`src/rtl/l1_icache.sv`:
```
// l1_icache: 2-way set-associative read-only instruction cache with same-cycle hits
// and a single-line refill on a miss. Define ICACHE_PERF_CNT_EN to build hit/miss counters.
module l1_icache #(
  parameter int S_OFFSET = 5,
  parameter int S_INDEX  = 3
) (
  input  logic         clk,
  input  logic         rst,
  input  logic         icache_read,
  input  logic [31:0]  icache_addr,
  output logic [31:0]  icache_rdata,
  output logic         icache_resp,
  output logic         pmem_read,
  output logic [31:0]  pmem_address,
  input  logic [255:0] pmem_rdata,
  input  logic         pmem_resp,
  output logic [31:0]  hit_count,
  output logic [31:0]  miss_count
);

  localparam int S_TAG  = 32 - S_OFFSET - S_INDEX;
  localparam int S_SETS = 1 << S_INDEX;
  localparam int S_LINE = 8 << S_OFFSET;
  localparam int S_WSEL = S_OFFSET - 2;

  localparam logic [0:0] IDLE = 1'b0;
  localparam logic [0:0] FILL = 1'b1;

  logic [0:0]         state_q;
  logic [S_SETS-1:0]  valid_q [2];
  logic [S_TAG-1:0]   tag_q   [2][S_SETS];
  logic [S_LINE-1:0]  data_q  [2][S_SETS];
  logic [S_SETS-1:0]  lru_q;
  logic [S_TAG-1:0]   fill_tag_q;
  logic [S_INDEX-1:0] fill_idx_q;

  logic [S_TAG-1:0]   req_tag;
  logic [S_INDEX-1:0] req_idx;
  logic [S_WSEL-1:0]  req_word;
  logic               addr_unused;

  assign req_tag     = icache_addr[31 -: S_TAG];
  assign req_idx     = icache_addr[S_OFFSET +: S_INDEX];
  assign req_word    = icache_addr[2 +: S_WSEL];
  assign addr_unused = ^icache_addr[1:0];

  logic              way0_match;
  logic              way1_match;
  logic              hit_way;
  logic              idle_hit;
  logic              idle_miss;
  logic              victim;
  logic [S_LINE-1:0] hit_line;

  always_comb begin
    // NOTE: every output gets a default before any condition, so no path leaves one unassigned and no latch is inferred.
    icache_rdata = '0;
    way0_match   = valid_q[0][req_idx] && (tag_q[0][req_idx] == req_tag);
    way1_match   = valid_q[1][req_idx] && (tag_q[1][req_idx] == req_tag);
    hit_way      = ~way0_match;
    hit_line     = hit_way ? data_q[1][req_idx] : data_q[0][req_idx];
    idle_hit     = (state_q == IDLE) && icache_read && (way0_match || way1_match);
    idle_miss    = (state_q == IDLE) && icache_read && !(way0_match || way1_match);
    icache_resp  = idle_hit;
    if (idle_hit) begin
      icache_rdata = hit_line[{req_word, 5'b00000} +: 32];
    end
    // Prefer an empty way; only evict when the set is full.
    victim = lru_q[fill_idx_q];
    if (!valid_q[0][fill_idx_q]) begin
      victim = 1'b0;
    end else if (!valid_q[1][fill_idx_q]) begin
      victim = 1'b1;
    end
  end

  assign pmem_read    = (state_q == FILL);
  assign pmem_address = {fill_tag_q, fill_idx_q, {S_OFFSET{1'b0}}};

  // NOTE: sequential state uses non-blocking assignments so every flop samples pre-edge values.
  always_ff @(posedge clk) begin
    if (rst) begin
      state_q    <= IDLE;
      valid_q[0] <= '0;
      valid_q[1] <= '0;
      lru_q      <= '0;
      fill_tag_q <= '0;
      fill_idx_q <= '0;
    end else begin
      case (state_q)
        IDLE: begin
          if (idle_hit) begin
            lru_q[req_idx] <= ~hit_way;
          end
          if (idle_miss) begin
            state_q    <= FILL;
            fill_tag_q <= req_tag;
            fill_idx_q <= req_idx;
          end
        end
        FILL: begin
          if (pmem_resp) begin
            valid_q[victim][fill_idx_q] <= 1'b1;
            state_q                     <= IDLE;
          end
        end
        default: state_q <= IDLE;
      endcase
    end
  end

  // NOTE: tag and data arrays carry no reset; the valid bits alone decide whether an entry is meaningful.
  always_ff @(posedge clk) begin
    if (!rst && (state_q == FILL) && pmem_resp) begin
      tag_q[victim][fill_idx_q]  <= fill_tag_q;
      data_q[victim][fill_idx_q] <= pmem_rdata;
    end
  end

`ifdef ICACHE_PERF_CNT_EN
  logic [31:0] hit_cnt_q;
  logic [31:0] miss_cnt_q;

  always_ff @(posedge clk) begin
    if (rst) begin
      hit_cnt_q  <= '0;
      miss_cnt_q <= '0;
    end else begin
      if (idle_hit) begin
        hit_cnt_q <= hit_cnt_q + 32'd1;
      end
      if (idle_miss) begin
        miss_cnt_q <= miss_cnt_q + 32'd1;
      end
    end
  end

  assign hit_count  = hit_cnt_q;
  assign miss_count = miss_cnt_q;
`else
  assign hit_count  = '0;
  assign miss_count = '0;
`endif

endmodule

```
`config.mk`:
```
export PLATFORM = sky130hd
export DESIGN_NAME = l1_icache
export DESIGN_NICKNAME = d
export VERILOG_FILES = /design/src/rtl/l1_icache.sv
export SDC_FILE = /design/constraint.sdc
export NUM_CORES = 2
export LEC_CHECK = 0
export CAP_MARGIN = 20
export CORE_MARGIN = 8
export CORE_UTILIZATION = 35
export CTS_CLUSTER_SIZE = 12
export DETAILED_ROUTE_END_ITERATION = 8
export PLACE_DENSITY = 0.52
export SETUP_SLACK_MARGIN = 0.5
export SLEW_MARGIN = 25
export SYNTH_ARGS = -nofsm -noshare
export SYNTH_HDL_FRONTEND = slang
export SYNTH_MEMORY_MAX_BITS = 65536
export SYNTH_SLANG_ARGS = --single-unit
```
`constraint.sdc`:
```
create_clock -name clk -period 44.2 [get_ports clk]
set_clock_uncertainty 0.1 [all_clocks]
set_input_delay 11.05 -clock clk [delete_from_list [all_inputs] [get_ports clk]]
set_output_delay 11.05 -clock clk [all_outputs]
set_load 0.01 [all_outputs]
```
==> flow_summary_export.csv <==
group,metric,value,unit
synthesis,synthTopCellsByArea,"edfxtp_1 79%, o22ai_1 4.2%, mux2_2 2.9%",
die,die_y,714,microns
route,dr.pass1.iters,6,
placed_design,dpl.hpwl,331,mm
placed_design,gp_congestion,0.809,
worst_setup_path,worstSetupStartpoint,"icache_addr[7]",
final_layout,nets,10300,
hold_path,min_path_cells,2,
route,highest_layer,"met5",
job,maxCapViolCount,0,
run_status,outcome,"finished clean",
die,start_util,35.1,%
route,drt_iter0_drc,12800,
clocking,cts.clk_slew.worst_paths,0.06,ns
clocking,worstSkewPairLatency,1.03,ns
route,wl_met2,283,mm
clocking,cts_hold_buf,0,
hold_path,hold_path_class,"reg2reg",
power_and_ir_drop,leakagePower,60.7,nW
route,drc,0,
global_route,grt_pass1_wl,823,mm
worst_setup_path,setup.worst_path.class,"in2out",
timing,period_needed,30.55,ns
worst_setup_path,cp.arrival,19.40,ns
clocking,root_buffer,"clkbuf_16",
synthesis,yosys_warnings,0,
synthesis,synth_edf_count,4480,
placed_design,port_buffers,350,
worst_setup_path,start_kind,"input port",
synthesis,yosysMostFrequentCell,"edfxtp_1",
hold_path,min_from,"valid_q[0][2]$_DFF_P_",
clocking,clk_path_buf_depth,4,
global_route,grt_usage,22.9,%
timing,drv_slew,0,
worst_setup_path,ff2ff_path_depth,12,
route,ant_nets,0,
synthesis,synth_top_area_share,78.8,%
worst_setup_path,crit_chain,"buf_8, buf_4, buf_4, nand2b_4, o221ai_1, a221oi_1, nor3b_1, nand4_1, nor3_4, buf_12, buf_4, mux2i_1, o211ai_1, a211oi_1, clkdlybuf4s50_1",
clocking,cts_setup_buffers,0,
worst_setup_path,path_max_fanout,55,
synthesis,synth_common_cells,"4480 x edfxtp_1, 1154 x o22ai_1, 443 x mux2_2",
worst_setup_path,max_stage_delay,0.97,ns
synthesis,synth_top_area_cell,"edfxtp_1",
synthesis,yosysUniqueCellTypes,83,
worst_setup_path,slowest_stage,"a221oi_1",
power_and_ir_drop,power_density,44.9,mW/mm^2
timing,slew_headroom,19.4,%
die,pin_count,422,
timing,hold_viol_final,0,
synthesis,postSynthCellCount,9519,
global_route,grt_max_degree,103,
clocking,numCtsBuffers,458,
worst_setup_path,crit_top_cell,"buf_4",
global_route,gr-total-overflow,0,
global_route,grt_pass1_vias,97500,
timing,totalNegativeSetupSlack,0,ns
route,vias,100000,
synthesis,ys_seq_area_share,79.4,%
die,die_x,714,microns
route,wire_per_inst,36.0,microns
die,core_area,0.486,sq mm
route,met1_length,246,mm
synthesis,ys.flop_type,"edfxtp_1",
timing,fmax,32.7,MHz
power_and_ir_drop,ir_worst_vdd,0.0356,mV
timing,tightest_slew,1.21,ns
die,dieArea,0.510,sq mm
final_layout,drive_above_1_share,14.4,%
timing,finalCritPeriodShare,69.1,%
worst_setup_path,rrSetupSlack,37.23,ns
die,fp-row-count,256,
timing,grt_setup_unrepaired,"no",
synthesis,async_flop_share,0,%
final_layout,syn2layout_area_growth,14.8,%
worst_setup_path,cp-end-kind,"primary output",
route,wl,606,mm
worst_setup_path,timing.rr.start,"fill_idx_q[0]$_SDFFE_PP0P_",
hold_path,holdPathEnd,"valid_q[0][2]$_DFF_P_",
worst_setup_path,worst_ep_required_time,33.05,ns
power_and_ir_drop,total_power,0.00880,W
clocking,cts_tree,"built",
route,wl_met3,56.6,mm
clocking,htreeDepth,5,
global_route,grt_antenna_before_repair,186,
clocking,cts_resized,0,
worst_setup_path,worst_r2r_endpoint,"data_q[1][735]$_DFFE_PP_",
route,routed_via_density,5.95,
timing,setup_viol,0,
synthesis,synth.avg_cell_area,17.9,sq um
synthesis,synth_seq_cells,4532,
synthesis,syn-cell-area,0.171,sq mm
clocking,clock_sinks,4532,
worst max-delay path by stage:
stage / endpoint / slack, ns / cells past startpoint
floorplan: icache_rdata[26] / 18.75 / 13
global placement: icache_rdata[20] / 13.46 / 17
detailed placement: icache_rdata[0] / 13.70 / 14
CTS: icache_rdata[0] / 13.70 / 14
global route: icache_rdata[0] / 13.58 / 14
finish: icache_rdata[3] / 13.65 / 15
worst max-delay path: cells and delay by family:
family	cells	cell delay [ns]
buffers and inverters	6	3.43
AOI/OAI and AO/OA	4	2.05
and+or+nand+nor	4	1.77
muxes	1	0.77
power breakdown:
| part | internal [W] | leakage, nW | switching [W] |
|---|---|---|---|
| clock | 0.00196 | 6.49 | 0.00163 |
| sequential | 0.00474 | 40.8 | 0.0000119 |
| combinational | 0.000137 | 13.4 | 0.000330 |
area by class of cell:
type                    instances  area (sq um)
fillers                     43300        290000
flip-flops and latches       4532        136000
multi-input cells            4325         32300
clock buffers                 592         12000
well taps                    6450          8070
repair buffers                662          6290
clock inverters               180          1400
diodes                         62           155
inverters                      27           118
state kept, by name, indices dropped and copies added (netlist names):
signal and flops:
lru_q 8, fill_idx_q 3, fill_tag_q 24, tag_q 384, valid_q 16, data_q 4096, pmem_read 1
layer usage:
metal	global-route usage [%]	up-vias
met5	0	-
met4	6.74	94
met3	4.86	1062
met2	36.9	5292
met1	31.1	53400
li1	-	40300
through the flow:
stage               setup WS (ns)  std cells  utilization [%]  hold WS [ns]  instance area [sq um]
floorplan                   18.75       9587                -         0.353                 171000
global placement            13.46      16000             37.5         0.373                 182000
detailed placement          13.70      16000             37.5         0.381                 182000
CTS                         13.70      16800             40.3         0.389                 196000
global route                13.58      16800             40.3         0.425                 196000
finish                      13.65      16800             40.3         0.393                 196000
cell families (layout without fill, tap and decap cells):
| logic type | Yosys count | count (layout) | synth area share [%] |
|---|---|---|---|
| other | 1 | 131 | 0.00220 |
| XOR/XNOR | 32 | 32 | 0.164 |
| AO/OA/AOI/OAI | 2400 | 2400 | 9.36 |
| AND/OR/NAND/NOR | 912 | 912 | 2.52 |
| flip-flops | 4532 | 4532 | 79.4 |
| buffers and inverters | 730 | 1461 | 1.96 |
| multiplexers | 912 | 912 | 6.54 |
cell usage in the layout (no fill, tap or decap), drive strengths merged, types with 252 or more instances in the layout:
cell type      synthesis  final
mux2i                346    346
o21ai                277    277
buf                  346    319
nor2                 388    388
o221ai               252    252
a21oi                253    253
clkbuf               357    592
clkdlybuf4s50          0    343
o22ai               1154   1154
edfxtp              4480   4480
mux2                 448    448
No activity file was read; power rests on OpenSTA's default activity.
